[config.mk]
export PLATFORM = sky130hd
export DESIGN_NAME = aoi_seq_ctrl_flat
export DESIGN_NICKNAME = d
export VERILOG_FILES = /design/src/rtl/aoi_seq_ctrl_if.sv /design/src/rtl/aoi_seq_ctrl.sv /design/src/flat_wrapper.sv
export SDC_FILE = /design/constraint.sdc
export NUM_CORES = 1
export LEC_CHECK = 0
export BUFFER_PORTS_ARGS = -buffer_cell sky130_fd_sc_hd__buf_2
export CAP_MARGIN = 10
export CORE_MARGIN = 2
export CORE_UTILIZATION = 30
export DETAILED_ROUTE_END_ITERATION = 7
export SLEW_MARGIN = 10
export SYNTH_ARGS = -nofsm -noshare
export SYNTH_HDL_FRONTEND = slang
export SYNTH_SLANG_ARGS = --single-unit
export TNS_END_PERCENT = 1
[constraint.sdc]
create_clock -name clk -period 4.6 [get_ports clk]
set_input_delay 0.46 -clock clk [delete_from_list [all_inputs] [get_ports clk]]
set_output_delay 0.46 -clock clk [all_outputs]
set_load 0.005 [all_outputs]
[src/rtl/aoi_seq_ctrl_if.sv]
// Stimulus/response bus between the AOI self-test sequencer and the AOI gate block.
// The sequencer is the master (drives ina..ind, samples oute/outf/outg).
interface aoi_seq_ctrl_if;
    logic ina;
    logic inb;
    logic inc;
    logic ind;
    logic oute;
    logic outf;
    logic outg;

    modport master (
        output ina, inb, inc, ind,
        input  oute, outf, outg
    );

    modport slave (
        input  ina, inb, inc, ind,
        output oute, outf, outg
    );
endinterface

[src/rtl/aoi_seq_ctrl.sv]
// Clocked exhaustive self-test sweep for the 4-input AOI block: holds each vector DWELL cycles,
// compares the three outputs, reports pass/err_cnt/fail_vec. Define AOI_SEQ_GRAY_EN for Gray order.
module aoi_seq_ctrl #(
    parameter int unsigned DWELL = 4
) (
    input  logic                  clk,
    input  logic                  rst,
    input  logic                  start,
    input  logic                  abort,
    aoi_seq_ctrl_if.master        aoi,
    output logic                  busy,
    output logic                  done,
    output logic                  pass,
    output logic [4:0]            err_cnt,
    output logic [3:0]            fail_vec
);

    typedef enum logic [1:0] {
        S_IDLE   = 2'd0,
        S_DRIVE  = 2'd1,
        S_SAMPLE = 2'd2,
        S_DONE   = 2'd3
    } state_t;

    state_t     r_state;
    logic [3:0] r_step;
    logic [3:0] r_vec;
    logic [7:0] r_dwell;
    logic       r_busy;
    logic       r_done;
    logic       r_pass;
    logic [4:0] r_err_cnt;
    logic [3:0] r_fail_vec;
    logic       r_first_seen;

    logic       w_exp_e;
    logic       w_exp_f;
    logic       w_exp_g;
    logic       w_mismatch;
    logic [3:0] w_step_nxt;
    logic [4:0] w_err_nxt;

    function automatic logic [3:0] vec_of(input logic [3:0] step);
`ifdef AOI_SEQ_GRAY_EN
        return step ^ (step >> 1);
`else
        return step;
`endif
    endfunction

    // Expected response derives from the applied vector, never from the sampled AOI outputs.
    always_comb begin
        w_exp_e    = r_vec[3] & r_vec[2];
        w_exp_f    = r_vec[1] & r_vec[0];
        w_exp_g    = ~(w_exp_e | w_exp_f);
        w_mismatch = (aoi.oute != w_exp_e) | (aoi.outf != w_exp_f) | (aoi.outg != w_exp_g);
        w_step_nxt = r_step + 4'd1;
        w_err_nxt  = r_err_cnt + {4'd0, w_mismatch};
    end

    always_ff @(posedge clk) begin
        if (rst) begin
            r_state      <= S_IDLE;
            r_step       <= '0;
            r_vec        <= '0;
            r_dwell      <= '0;
            r_busy       <= 1'b0;
            r_done       <= 1'b0;
            r_pass       <= 1'b0;
            r_err_cnt    <= '0;
            r_fail_vec   <= '0;
            r_first_seen <= 1'b0;
        end else begin
            case (r_state)
                S_IDLE: begin
                    r_vec  <= '0;
                    r_busy <= 1'b0;
                    r_done <= 1'b0;
                    if (start) begin
                        r_state      <= S_DRIVE;
                        r_step       <= '0;
                        r_vec        <= vec_of(4'd0);
                        r_dwell      <= '0;
                        r_busy       <= 1'b1;
                        r_pass       <= 1'b0;
                        r_err_cnt    <= '0;
                        r_fail_vec   <= '0;
                        r_first_seen <= 1'b0;
                    end
                end

                S_DRIVE: begin
                    if (abort) begin
                        r_state <= S_IDLE;
                        r_vec   <= '0;
                        r_busy  <= 1'b0;
                        r_pass  <= 1'b0;
                    end else if (r_dwell == 8'(DWELL - 1)) begin
                        r_state <= S_SAMPLE;
                    end else begin
                        r_dwell <= r_dwell + 8'd1;
                    end
                end

                S_SAMPLE: begin
                    // Abort wins over the compare, so a partial sweep keeps only completed steps.
                    if (abort) begin
                        r_state <= S_IDLE;
                        r_vec   <= '0;
                        r_busy  <= 1'b0;
                        r_pass  <= 1'b0;
                    end else begin
                        if (w_mismatch) begin
                            r_err_cnt <= w_err_nxt;
                            if (!r_first_seen) begin
                                r_fail_vec   <= r_vec;
                                r_first_seen <= 1'b1;
                            end
                        end
                        if (r_step == 4'hF) begin
                            r_state <= S_DONE;
                            r_vec   <= '0;
                            r_busy  <= 1'b0;
                            r_done  <= 1'b1;
                            r_pass  <= (w_err_nxt == '0);
                        end else begin
                            r_state <= S_DRIVE;
                            r_step  <= w_step_nxt;
                            r_vec   <= vec_of(w_step_nxt);
                            r_dwell <= '0;
                        end
                    end
                end

                S_DONE: begin
                    r_state <= S_IDLE;
                    r_done  <= 1'b0;
                end

                default: begin
                    r_state <= S_IDLE;
                    r_vec   <= '0;
                    r_busy  <= 1'b0;
                    r_done  <= 1'b0;
                end
            endcase
        end
    end

    assign aoi.ina  = r_vec[3];
    assign aoi.inb  = r_vec[2];
    assign aoi.inc  = r_vec[1];
    assign aoi.ind  = r_vec[0];
    assign busy     = r_busy;
    assign done     = r_done;
    assign pass     = r_pass;
    assign err_cnt  = r_err_cnt;
    assign fail_vec = r_fail_vec;

endmodule

[src/flat_wrapper.sv]
// flat-port wrapper written by rule: the top's interface ports become plain ports
module aoi_seq_ctrl_flat 
#(
    parameter int unsigned DWELL = 4
)
  (clk, rst, start, abort, busy, done, pass, err_cnt, fail_vec, aoi_ina, aoi_inb, aoi_inc, aoi_ind, aoi_oute, aoi_outf, aoi_outg);
  aoi_seq_ctrl_if aoi_i ();
  input  logic clk;
  input  logic rst;
  input  logic start;
  input  logic abort;
  output logic busy;
  output logic done;
  output logic pass;
  output logic [4:0] err_cnt;
  output logic [3:0] fail_vec;
  output wire logic [$bits(aoi_i.ina)-1:0] aoi_ina;
  output wire logic [$bits(aoi_i.inb)-1:0] aoi_inb;
  output wire logic [$bits(aoi_i.inc)-1:0] aoi_inc;
  output wire logic [$bits(aoi_i.ind)-1:0] aoi_ind;
  input wire logic [$bits(aoi_i.oute)-1:0] aoi_oute;
  input wire logic [$bits(aoi_i.outf)-1:0] aoi_outf;
  input wire logic [$bits(aoi_i.outg)-1:0] aoi_outg;
  assign aoi_ina = aoi_i.ina;
  assign aoi_inb = aoi_i.inb;
  assign aoi_inc = aoi_i.inc;
  assign aoi_ind = aoi_i.ind;
  assign aoi_i.oute = aoi_oute;
  assign aoi_i.outf = aoi_outf;
  assign aoi_i.outg = aoi_outg;
  aoi_seq_ctrl #(.DWELL(DWELL)) u_core (.clk(clk), .rst(rst), .start(start), .abort(abort), .aoi(aoi_i), .busy(busy), .done(done), .pass(pass), .err_cnt(err_cnt), .fail_vec(fail_vec));
endmodule
-- After elaboration in Yosys (flattened, before gate mapping)
Cells that the tools add are included.
- logic and storage cells: 96
- bits of input ports: 7
- flip-flop bits (word level): 31
- output and inout port bits: 16
- muxes and demuxes: 43
- add/subtract/negate cells: 3
- eq/ne operators: 19
- reductions and logical operators: 15
- bitwise gates (word level): 6
- operators with widths (kind ; count):
    $mux 8 ; 5
    $mux 4 ; 9
    $pmux 8 s3 ; 1
    $pmux 4 s2 ; 2
    $mux 5 ; 3
    $ne 2x2->1 const B ; 7
    $pmux 4 s3 ; 1
    $reduce_and 4->1 ; 3
    $mux 1 ; 11
    $mux 2 ; 5
    $pmux 5 s2 ; 1
    $add 8x1->8 const B ; 1
    $eq 8x2->1 const B ; 1
    $pmux 2 s4 ; 1
    $ne 3x2->1 const B ; 2
    $pmux 1 s3 ; 2
    $reduce_and 3->1 ; 2
    $reduce_and 6->1 ; 1
    $add 5x1->5 ; 1
    $logic_not 5->1 ; 1
    $reduce_and 5->1 ; 1
    $add 4x1->4 const B ; 1
    $eq 2x2->1 const B ; 2
    $eq 4x4->1 const B ; 1
    12 further kinds ; 21

-- Longest topological paths before layout
- depth after elaboration: 10
- depth in mapped cells: 9
- mapped depth without buffers: 9

-- Worst setup path after synthesis
OpenSTA, ideal clock, no wires.
- path kind: input-to-reg
- start point: input port aoi_outg
- end point: register u_core.r_pass, in the netlist u_core.pass
- stages: 8
- setup time: 0.070 ns
- setup slack: 2.626 ns
- arrival time: 1.904 ns
- data required time: 4.530 ns
- path buffers: 0
- cells stage by stage: and4b_1 -> a21oi_1 -> o21a_1 -> ha_1 -> ha_1 -> nor4_1 -> nand4_1 -> a21oi_1
- longest elaborated chain between the ends: 7
- ends and longest elaborated chain (element ; RTL line ; RTL):
    start, declared ; flat_wrapper.sv:23 ; input wire logic [$bits(aoi_i.outg)-1:0] aoi_outg;
    $ne 1x1->1 ; aoi_seq_ctrl.sv:56 ; w_mismatch = (aoi.oute != w_exp_e) | (aoi.outf != w_exp_f) | (aoi.outg != w_exp_g);
    $or 1x1->1 ; aoi_seq_ctrl.sv:56 ;
    $add 5x1->5 ; aoi_seq_ctrl.sv:58 ; w_err_nxt = r_err_cnt + {4'd0, w_mismatch};
    $logic_not 5->1 ; aoi_seq_ctrl.sv:125 ; r_pass <= (w_err_nxt == '0);
    $mux 1 ; aoi_seq_ctrl.sv:120 ; if (r_step == 4'hF) begin
    $mux 1 ; aoi_seq_ctrl.sv:107 ; if (abort) begin
    $pmux 1 s3 ; aoi_seq_ctrl.sv:74 ; case (r_state)
    end signal, assigned ; aoi_seq_ctrl.sv:125 ;
    end, declared ; aoi_seq_ctrl.sv:31 ; logic r_pass;
Every way passes these cells. The select of a mux whose other input is x is not followed.
A chain may end at the register's enable or synchronous reset.

-- Worst setup path after layout
- start point: register u_core.r_state[0]
- end point: register u_core.r_err_cnt[3], in the netlist u_core.err_cnt[3]
- longest elaborated chain between the ends: 3
- elaborated cells between the ends (all ways): 8
- those cells by class: eq/ne (4); mux (1); reduce/logical (3)
- ends and longest elaborated chain (element ; RTL line ; RTL):
    start, declared ; aoi_seq_ctrl.sv:25 ; state_t r_state;
    start signal, assigned ; aoi_seq_ctrl.sv:63 ; r_state <= S_IDLE;
    start signal, assigned ; aoi_seq_ctrl.sv:80 ; r_state <= S_DRIVE;
    start signal, assigned ; aoi_seq_ctrl.sv:94 ; r_state <= S_IDLE;
    $eq 2x2->1 or $logic_not 2->1 (tied branches) ; aoi_seq_ctrl.sv:74 ;
    $ne 2x1->1 (no line), or another cell as far along ; - ;
    $reduce_and 4->1 (no line) ; - ;
    end signal, assigned ; aoi_seq_ctrl.sv:114 ; r_err_cnt <= w_err_nxt;
    end, declared ; aoi_seq_ctrl.sv:32 ; logic [4:0] r_err_cnt;
Several ways; a longest one is shown, not always the timed one.

==> impl_metrics.ini <==
[yosys]
syn_nets = 213
synth_common_cells = dfxtp_1 (31), nand3_1 (19), nor2_1 (18)
synth_area_leaders = dfxtp_1 (36%), ha_1 (6.6%), nand3_1 (5.5%)
yosys.area.top_type = dfxtp_1
muxShareOfSynthArea_pct = 2.402
yosys_most_used_dff = dfxtp_1
yosys.area_share.simple_pct = 25.25
yosysMostFrequentCell = dfxtp_1
synthCells = 197
synth_area_sq_um = 1719
yosysWarnings = 0
synth_top_area_share_pct = 36.10
synth-edff-count = 0
synth_fa_ha_area_share_pct = 6.550
yosysSeqAreaShare_pct = 36.10
synth_seq_cells = 31
syn_area_per_cell_sq_um = 8.727
async_reset_ff_share_pct = 0
synth_top_family_by_area = simple AND/OR/NAND/NOR gates
synth_compound_area_share_pct = 21.11
synth_xor_xnor_area_share_pct = 5.604
synth_cell_types = 48

[cts]
cts_num_sinks = 31
clk_latency_ns = 0.28
h-tree-depth = 2
cts_tree = built
root_buffer = clkbuf_8
cts_buffer_depth = 2
clk_pin_slew_ns = 0.06
post-cts-setup-buffers = 0
cts_resized = 0
cts_inserted_buffers = 5
holdBufCountCts = 0

[cells_and_area]
drive_gt1_share_pct = 17.35
areaGrowthSynthToFinish_pct = 14.63
nets = 234
antenna_cells = 0
fin_area_sq_um = 1971

[sta]
rsz0062_at_grt = no
fmaxAchievable_ghz = 0.3839
period_needed_ns = 2.605
worstMarginPinSlew_ns = 0.8564
setup_viol = 0
tns_ns = 0
min_period_over_period_pct = 56.63
slew_headroom_pct = 42.91
slew_viol_final = 0
hold_violations = 0
skew_ns = 0.008723

[power]
p_leak_uw = 0.0007722
power.internal_uw = 399.4
p_total_uw = 549.0
power_frac_seq_pct = 50.2
switching_share_pct = 27.25
power_frac_comb_pct = 12.2
switching_power_uw = 149.6
peakVddDrop_uv = 99.34
power.density_nw_per_um2 = 278.6
clkPwrFrac_pct = 37.6

[grt]
track_usage_pct = 12.91
antenna_found_initial = 0
grt_pass1_vias = 1419
grt_overflow_total = 0
grt_max_degree = 26
grt_pass1_wl_microns = 6396

[die]
die_height_microns = 79.70
dieWidth_microns = 79.70
pin_count = 23
die_area_sq_um = 6352
core_area_sq_um = 5507
rows = 27
start_util_pct = 31.22

[detailed_routing]
dr.pass1.iters = 4
wl_microns = 3780
dr.first_iter.drc_count = 86
drc = 0
via_per_inst = 5.196
postRouteAntennaNets = 0
wl_per_cell_microns = 12.99
dr_total_vias = 1512

[hold_path]
hold_class = register to register

[setup_path]
worstSetupPathType = register to register
cp_cell_sequence = inv_1, ha_1, nand2b_1, nor2_1, o211a_1, a41oi_1, a311oi_1
crit_arrival_ns = 2.79
worstPathRequired_ns = 4.78
critPathLaunchType = register
slowest_stage = ha_1
crit_path_end_kind = register
critPathMaxStageDelay_ns = 0.73
cp_max_fo = 25

[placed_design]
placed_cell_area_sq_um = 1887
place_congestion = 0.7672
port_buffers = 22
dpl.hpwl_microns = 2653

[outcome]
run_status = finished, final reports clean

[flow_run]
cap_viol_max_count = 0
[critical path: cells and delay by family (launching register included)]
family          cells  cell delay [ns]
fa+ha+maj           1             0.73
simple gates        2             0.59
flops               1             0.34
compound gates      3             0.74
buf+inv             1             0.11
[cells by family (layout without fill, tap and decap cells)]
logic type	count (synthesis)	in the layout
adder cells (fa/ha/maj)	9	9
buffers and inverters	13	35
multiplexers	4	4
AO/OA/AOI/OAI	50	50
flip-flops	31	31
AND/OR/NAND/NOR	79	79
XOR/XNOR	11	11
[final cells by class]
| type | instances | area, sq um |
|---|---|---|
| clock buffers | 5 | 68.82 |
| well taps | 72 | 90.09 |
| inverters | 5 | 18.77 |
| multi-input cells | 153 | 1047 |
| repair buffers | 22 | 110.1 |
| flip-flops and latches | 31 | 620.6 |
| fillers | 583 | 3536 |
| clock inverters | 3 | 15.01 |
[sequential cells by signal, indices dropped and copies added (netlist names)]
name,cells
u_core.fail_vec,4
u_core.busy,1
u_core.r_step,4
u_core.r_dwell,8
u_core.pass,1
u_core.r_vec,4
u_core.done,1
u_core.err_cnt,5
u_core.r_first_seen,1
u_core.r_state,2
[placed cells by master, fill, tap and decap left out, types with 2 or more instances in the layout]
master,synthesis,layout
dfxtp_1,31,31
buf_2,2,22
nand3_1,19,19
nor2_1,18,18
a21oi_1,16,16
ha_1,9,9
nand2_1,8,8
xor2_1,8,8
inv_1,5,5
a31oi_1,5,5
o21ai_0,5,5
clkbuf_8,0,5
nor2b_1,4,4
nand2b_1,4,4
nand4b_1,4,4
nor3_1,4,4
a21o_1,3,3
and3_1,3,3
nand3b_1,3,3
mux2i_1,3,3
xnor2_1,3,3
a22oi_1,3,3
a311oi_1,3,3
clkinv_2,0,3
and4b_1,2,2
nor4_1,2,2
a41oi_1,2,2
o2111ai_1,2,2
[layer usage]
metal / share of wire [%] / global-route usage, % / routed length, microns / up-vias
met5: 0 / 0 / 0 / -
met4: 1.5 / 7.414 / 58 / 0
met3: 4.4 / 4.299 / 167 / 4
met2: 46 / 20.08 / 1748 / 37
met1: 48 / 15.44 / 1806 / 696
li1: - / - / - / 775
[final timing paths]
| kind | startpoint | endpoint | slack [ns] | cells after the start |
|---|---|---|---|---|
| worst max register to register | u_core.r_state[0] | u_core.err_cnt[3] | 2.00 | 7 |
| worst min-delay path | u_core.pass | u_core.pass | 0.48 | 2 |
| worst max-delay path | u_core.r_state[0] | u_core.err_cnt[3] | 2.00 | 7 |
| worst min register to register | u_core.pass | u_core.pass | 0.48 | 2 |
[power groups by stage]
stage	sequential, uW	clock (uW)	combinational [uW]
after floorplan	281	0	50.8
after detailed placement	282	0	66.7
after global routing	276	232	74.8
after global placement	282	0	68.3
after CTS	276	216	67.2
final	276	206	67.1
[per-stage QoR]
step	util (%)	setup slack, ns	hold slack, ns	cells
after floorplan	-	2.626	0.4580	197
final	35.79	1.995	0.4830	291
after global routing	35.79	1.675	0.5163	291
after CTS	35.79	1.976	0.4884	291
after global placement	34.26	2.097	0.4709	283
after detailed placement	34.26	2.010	0.4727	283
Note: power is estimated with default switching activity, not from simulation.
